$ cat src/rtl/coffee_credit_if.sv
// Payment bus between the coin front-end, the brewer and the change dispenser.
interface coffee_credit_if #(
  parameter int W = 8
);
  logic         on;
  logic         coin_valid;
  logic [1:0]   coin_type;
  logic         cancel;
  logic         served;
  logic         change_ack;
  logic         gen;
  logic [W-1:0] credit;
  logic         change_valid;
  logic [W-1:0] change_amount;
  logic         coin_reject;

  // Machine side: drives coins/commands, receives brew request and change.
  modport master (
    output on, coin_valid, coin_type, cancel, served, change_ack,
    input  gen, credit, change_valid, change_amount, coin_reject
  );

  // Payment block side.
  modport slave (
    input  on, coin_valid, coin_type, cancel, served, change_ack,
    output gen, credit, change_valid, change_amount, coin_reject
  );
endinterface

$ cat src/rtl/coffee_credit.sv
// Coin credit accumulator: raises gen once credit covers PRICE, waits for
// served, then pays out any excess through a valid/ack change handshake.
// Moore machine: every output is a register or a decode of the state.
module coffee_credit #(
  parameter int W     = 8,
  parameter int PRICE = 30,
  parameter int COIN0 = 5,
  parameter int COIN1 = 10,
  parameter int COIN2 = 20,
  parameter int COIN3 = 50
) (
  input  logic           clock,
  input  logic           reset,
  coffee_credit_if.slave bus
);
  localparam logic [2:0] S_OFF     = 3'd0;
  localparam logic [2:0] S_IDLE    = 3'd1;
  localparam logic [2:0] S_COLLECT = 3'd2;
  localparam logic [2:0] S_READY   = 3'd3;
  localparam logic [2:0] S_REFUND  = 3'd4;

  // Arithmetic runs at 32 bits so credit+coin never wraps before saturation.
  localparam logic [31:0] MAXC    = (32'd1 << W) - 32'd1;
  localparam logic [31:0] PRICE32 = 32'(PRICE);

  logic [2:0]   r_state, w_state_nx;
  logic [W-1:0] r_credit, w_credit_nx;
  logic [W-1:0] r_change, w_change_nx;
  logic         r_coin_reject, w_reject;

  logic [31:0]  w_coin_val;
  logic [31:0]  w_sum;
  logic [31:0]  w_sum_sat;
  logic [31:0]  w_total;
  logic [31:0]  w_excess;
  logic [W-1:0] w_add;

  // Coin denomination lookup.
  always_comb begin
    w_coin_val = 32'(COIN0);
    case (bus.coin_type)
      2'b00:   w_coin_val = 32'(COIN0);
      2'b01:   w_coin_val = 32'(COIN1);
      2'b10:   w_coin_val = 32'(COIN2);
      default: w_coin_val = 32'(COIN3);
    endcase
  end

  // Saturating credit + coin, and the excess over PRICE when served.
  // A coin landing in the same cycle as served still counts toward change.
  always_comb begin
    w_sum     = 32'(r_credit) + w_coin_val;
    w_sum_sat = (w_sum > MAXC) ? MAXC : w_sum;
    w_add     = w_sum_sat[W-1:0];
    w_total   = bus.coin_valid ? w_sum_sat : 32'(r_credit);
    w_excess  = w_total - PRICE32;
  end

  // Next-state / next-credit decision. A strobed coin is rejected unless a
  // branch below explicitly takes it.
  always_comb begin
    w_state_nx  = r_state;
    w_credit_nx = r_credit;
    w_change_nx = r_change;
    w_reject    = bus.coin_valid;
    case (r_state)
      S_OFF: begin
        w_credit_nx = '0;
        if (bus.on) w_state_nx = S_IDLE;
      end
      S_IDLE: begin
        w_credit_nx = '0;
        // Power-down wins over a coin; the coin is bounced.
        if (!bus.on) begin
          w_state_nx = S_OFF;
        end else if (bus.coin_valid) begin
          w_reject    = 1'b0;
          w_credit_nx = w_add;
          w_state_nx  = (w_sum_sat >= PRICE32) ? S_READY : S_COLLECT;
        end
      end
      S_COLLECT: begin
        if (!bus.on || bus.cancel) begin
          w_state_nx  = S_REFUND;
          w_change_nx = r_credit;
        end else if (bus.coin_valid) begin
          w_reject    = 1'b0;
          w_credit_nx = w_add;
          if (w_sum_sat >= PRICE32) w_state_nx = S_READY;
        end
      end
      S_READY: begin
        if (bus.served) begin
          w_reject = 1'b0;
          if (w_excess != 32'd0) begin
            // Credit tracks the balance still owed while refunding.
            w_state_nx  = S_REFUND;
            w_change_nx = w_excess[W-1:0];
            w_credit_nx = w_excess[W-1:0];
          end else begin
            w_credit_nx = '0;
            w_state_nx  = bus.on ? S_IDLE : S_OFF;
          end
        end else if (bus.cancel || !bus.on) begin
          w_state_nx  = S_REFUND;
          w_change_nx = r_credit;
        end else if (bus.coin_valid) begin
          w_reject    = 1'b0;
          w_credit_nx = w_add;
        end
      end
      S_REFUND: begin
        // change_amount holds until the dispenser takes it.
        if (bus.change_ack) begin
          w_credit_nx = '0;
          w_change_nx = '0;
          w_state_nx  = bus.on ? S_IDLE : S_OFF;
        end
      end
      default: begin
        w_state_nx  = S_OFF;
        w_credit_nx = '0;
        w_change_nx = '0;
      end
    endcase
  end

  // State and datapath registers; reset drops any pending credit silently.
  always_ff @(posedge clock or negedge reset) begin
    if (!reset) begin
      r_state       <= S_OFF;
      r_credit      <= '0;
      r_change      <= '0;
      r_coin_reject <= 1'b0;
    end else begin
      r_state       <= w_state_nx;
      r_credit      <= w_credit_nx;
      r_change      <= w_change_nx;
      r_coin_reject <= w_reject;
    end
  end

  assign bus.gen           = (r_state == S_READY);
  assign bus.change_valid  = (r_state == S_REFUND);
  assign bus.credit        = r_credit;
  assign bus.change_amount = r_change;
  assign bus.coin_reject   = r_coin_reject;
endmodule
$ cat src/flat_wrapper.sv
// flat-port wrapper written by rule: the top's interface ports become plain ports
module coffee_credit_flat 
#(
  parameter int W     = 8,
  parameter int PRICE = 30,
  parameter int COIN0 = 5,
  parameter int COIN1 = 10,
  parameter int COIN2 = 20,
  parameter int COIN3 = 50
)
  (clock, reset, bus_on, bus_coin_valid, bus_coin_type, bus_cancel, bus_served, bus_change_ack, bus_gen, bus_credit, bus_change_valid, bus_change_amount, bus_coin_reject);
  coffee_credit_if #(.W(W)) bus_i ();
  input  logic clock;
  input  logic reset;
  input wire logic [$bits(bus_i.on)-1:0] bus_on;
  input wire logic [$bits(bus_i.coin_valid)-1:0] bus_coin_valid;
  input wire logic [$bits(bus_i.coin_type)-1:0] bus_coin_type;
  input wire logic [$bits(bus_i.cancel)-1:0] bus_cancel;
  input wire logic [$bits(bus_i.served)-1:0] bus_served;
  input wire logic [$bits(bus_i.change_ack)-1:0] bus_change_ack;
  output wire logic [$bits(bus_i.gen)-1:0] bus_gen;
  output wire logic [$bits(bus_i.credit)-1:0] bus_credit;
  output wire logic [$bits(bus_i.change_valid)-1:0] bus_change_valid;
  output wire logic [$bits(bus_i.change_amount)-1:0] bus_change_amount;
  output wire logic [$bits(bus_i.coin_reject)-1:0] bus_coin_reject;
  assign bus_i.on = bus_on;
  assign bus_i.coin_valid = bus_coin_valid;
  assign bus_i.coin_type = bus_coin_type;
  assign bus_i.cancel = bus_cancel;
  assign bus_i.served = bus_served;
  assign bus_i.change_ack = bus_change_ack;
  assign bus_gen = bus_i.gen;
  assign bus_credit = bus_i.credit;
  assign bus_change_valid = bus_i.change_valid;
  assign bus_change_amount = bus_i.change_amount;
  assign bus_coin_reject = bus_i.coin_reject;
  coffee_credit #(.W(W), .PRICE(PRICE), .COIN0(COIN0), .COIN1(COIN1), .COIN2(COIN2), .COIN3(COIN3)) u_core (.clock(clock), .reset(reset), .bus(bus_i));
endmodule
$ cat config.mk
export PLATFORM = sky130hd
export DESIGN_NAME = coffee_credit_flat
export DESIGN_NICKNAME = d
export VERILOG_FILES = /design/src/rtl/coffee_credit_if.sv /design/src/rtl/coffee_credit.sv /design/src/flat_wrapper.sv
export SDC_FILE = /design/constraint.sdc
export NUM_CORES = 1
export LEC_CHECK = 0
export ABC_AREA = 1
export ABC_CLOCK_PERIOD_IN_PS = 3950
export BUFFER_PORTS_ARGS = -buffer_cell sky130_fd_sc_hd__buf_2
export CAP_MARGIN = 0
export CORE_MARGIN = 1
export CORE_UTILIZATION = 50
export CTS_CLUSTER_DIAMETER = 60
export DETAILED_ROUTE_END_ITERATION = 7
export GPL_ROUTABILITY_DRIVEN = 0
export HOLD_SLACK_MARGIN = 0.02
export PLACE_DENSITY = 0.71
export SYNTH_ARGS = -nofsm -noshare
export SYNTH_HDL_FRONTEND = slang
export SYNTH_SLANG_ARGS = --single-unit
export TNS_END_PERCENT = 30
$ cat constraint.sdc
create_clock -name clock -period 3.95 [get_ports clock]
set_input_delay 0.5925 -clock clock [delete_from_list [all_inputs] [get_ports clock]]
set_output_delay 0.5925 -clock clock [all_outputs]
set_load 0.02 [all_outputs]
==> summary.md <==
| Metric | Value |
|---|---|
| Critical Path Max Stage Delay | 0.41 ns |
| Synth Flop Type | dfrtp_1 |
| Top post-synthesis cells by area | dfrtp_1, nand2_1, inv_1 |
| Post-placement cell count | 413 |
| Yosys reg bits | 20 |
| Via density per instance | 5.45 |
| Post-DRT Antenna Nets | 0 |
| Clk slew on worst S/H paths | 0.08 ns |
| Final slew viol count | 0 |
| CTS root buffer | clkbuf_8 |
| Yosys top cell area share | 23.8% |
| Worst Clk Skew | 0.00506 ns |
| Number of global-route vias before repair | 1876 |
| Ys Warns | 0 |
| Port Buffer Count | 27 |
| Most common cell after layout, fill and taps aside | nand2_1 |
| Status | finished clean |
| Number of synthesized flops with an enable pin | 0 |
| Share of cells above drive strength 1 | 13.7% |
| Fin cells | 416 |
| VDD IR max | 0.321 mV |
| Period utilisation layout | 89.4% |
| Hold buffer count at CTS | 0 |
| Mapped cell area | 0.00210 mm^2 |
| Critical path's slowest cell | fa_1 |
| Fillers | 415 |
| Via Count | 2267 |
| Post-synth ARST share | 100% |
| Iter 0 DRT Violations | 139 |
| CTS tree | yes |
| Die H | 66.9 um |
| Fin nets | 386 |
| Post-DP HPWL | 4380 um |
| Drt first pass iters | 5 |
| Core area | 0.00403 mm^2 |
| Max-Cap Viols | 0 |
| Antenna diode count | 0 |
| DIE AREA | 0.00447 mm^2 |
| GRT Util Overall | 27.5% |
| Initial core utilization | 52.2% |
| Setup TNS | 0 ns |
| Met1 GRT Util | 38.8% |
| Post-CTS sizing | 0 |
| Met2 GRT Util | 43.9% |
| Gr busiest metal | met2 |
| Post-CTS Repair Setup Buffers | 0 |
| P per Cell Area | 630 mW/mm^2 |
| Clock tree buffer depth | 2 |
| Hold_ws | 0.275 ns |
| Worst Setup Path Type | in -> reg |
| FF/Latch Area | 500 um^2 |
| Crit. End Element | flip-flop |
| Hold Fails Final Rpt | 0 |
| DR DRC count | 0 |
| Cell Rows | 23 |
| Syn Nets | 365 |
| Leakage Power | 1.31 nW |
| Syn Inst Count | 347 |
| Slew HR | 47.0% |
| Met3 Use GR | 3.08% |
| Die Wd | 66.9 um |
| Cell mode on critical path | nand2_1 |
| CP Cell Sequence | buf_2 > nor2_1 > ha_1 > fa_1 > nand3_1 > nand2_2 > a21boi_4 > nand2_1 > nand2_1 > nand2_1 > nand3_2 > nand2_1 > nor2_1 > ha_1 > nor3b_1 > nand3_1 > nor2_1 > nand2_1 > nor2_2 > nand4_2 > nand3_2 > nand2_1 > nand3_1 |
| Total Power | 1.44 mW |
| Yosys top cell by area | dfrtp_1 |
| RSZ-0062 raised after global routing | false |
| Worst path required time | 4.09 ns |
| Area delta synth->final | 8.62% |
| Gr ovfl total | 0 |
| Slew @ Worst Pin | 0.793 ns |
| Largest net degree at the start of global routing | 25 |
| Wire per inst | 13.6 um |
| Initial antenna violation count | 0 |
| CP Launch Type | input pin |
| Sequential area share after synthesis | 23.8% |
| Clk_lat worst skew | 0.26 ns |
| # clock sinks | 20 |
| Avg Inst Size Synth | 6.06 um^2 |
| Hold WC Path Type | in -> async |
| Number of H-tree levels | 1 |
| First-pass GRT wire length | 9070 um |
| Final setup vio count | 0 |
| Routed WL | 5670 um |
| Worst EP arrival | 3.67 ns |
| IO Pins | 28 |
| Netlist cell types | 41 |
| Multi-input gate area | 0.00137 mm^2 |
| Most frequent cells in the layout | nand2_1, inv_1, nor2_1 |
| Period minus WS final | 3.53 ns |
| CTS Buf Count | 3 |
| Maximum fanout along the worst path | 11 |
| Fmax | 0.283 GHz |
| Post-layout util | 56.7% |
==> path summary, 6_finish.rpt <==
| path | end | depth (start not counted) | from | slack (ns) |
|---|---|---|---|---|
| max | u_core.bus.change_amount[6] | 23 | bus_coin_type[0] | 0.42 |
| min | u_core.bus.coin_reject | 1 | reset | 0.27 |
| max reg2reg | u_core.bus.change_amount[6] | 21 | u_core.bus.credit[0] | 0.45 |
| min reg2reg | u_core.bus.change_amount[5] | 2 | u_core.bus.change_amount[5] | 0.49 |
| max in group asynchronous | u_core.bus.change_amount[1] | 1 | reset | 3.35 |
| min in group clock | u_core.bus.change_amount[5] | 2 | u_core.bus.change_amount[5] | 0.49 |
==> per-stage QoR <==
stage,instance area (um^2),worst slack [ns]
2_1_floorplan,2100,0.783
3_3_place_gp,2240,0.332
3_5_place_dp,2240,0.232
4_1_cts,2290,0.445
5_1_grt,2290,0.00745
6_report,2290,0.419
==> per-layer routing <==
| metal | wire [um] | vias up |
|---|---|---|
| met1 | 2620 | 1020 |
| met4 | 65 | 0 |
| li1 | - | 1160 |
| met5 | 0 | - |
| met3 | 397 | 7 |
| met2 | 2580 | 80 |
==> area by class of cell <==
type	instances	share of cell area (%)
Tap cell	50	2.74
Clock buffer	3	1.81
Timing Repair Buffer	27	5.91
Sequential cell	20	21.9
Multi-Input combinational cell	269	59.9
Inverter	47	7.72
==> registers in the layout (all words and copies together) (netlist names) <==
name / cells
u_core.bus.coin_reject: 1
u_core.r_state: 3
u_core.bus.credit: 8
u_core.bus.change_amount: 8
==> synthesized netlist by cell type, drive strengths merged (2+ instances only) <==
master,n
dfrtp,20
ha,8
buf,4
o211ai,4
o2111ai,7
o21ai,26
nand4,4
clkbuf,7
nand3b,3
inv,46
a21boi,2
a21oi,11
nor2,42
nand2,125
nand3,24
==> critical path: cells and delay by family <==
family / cells / cell delay [ns]
AND/OR/NAND/NOR: 18 / 1.75
adder cells (fa/ha/maj): 3 / 0.86
buffers and inverters: 1 / 0.14
AO/OA/AOI/OAI: 1 / 0.32
==> logic make-up after synthesis <==
kind of cell / count (synthesis) / synth area share (%)
buffers and inverters: 58 / 11.1
DFF: 20 / 23.8
xor gates and xnor gates: 1 / 0.416
AOI/OAI and AO/OA: 57 / 17.4
other: 1 / 0.178
and+or+nand+nor: 201 / 41.4
adders and majority gates: 9 / 5.71
==> power breakdown <==
group	internal [mW]	total [mW]	switching, mW
clock	0.0681	0.139	0.0705
sequential	0.283	0.364	0.0813
combinational	0.307	0.936	0.629
total	0.658	1.44	0.781
No activity file was read; power rests on OpenSTA's default activity.
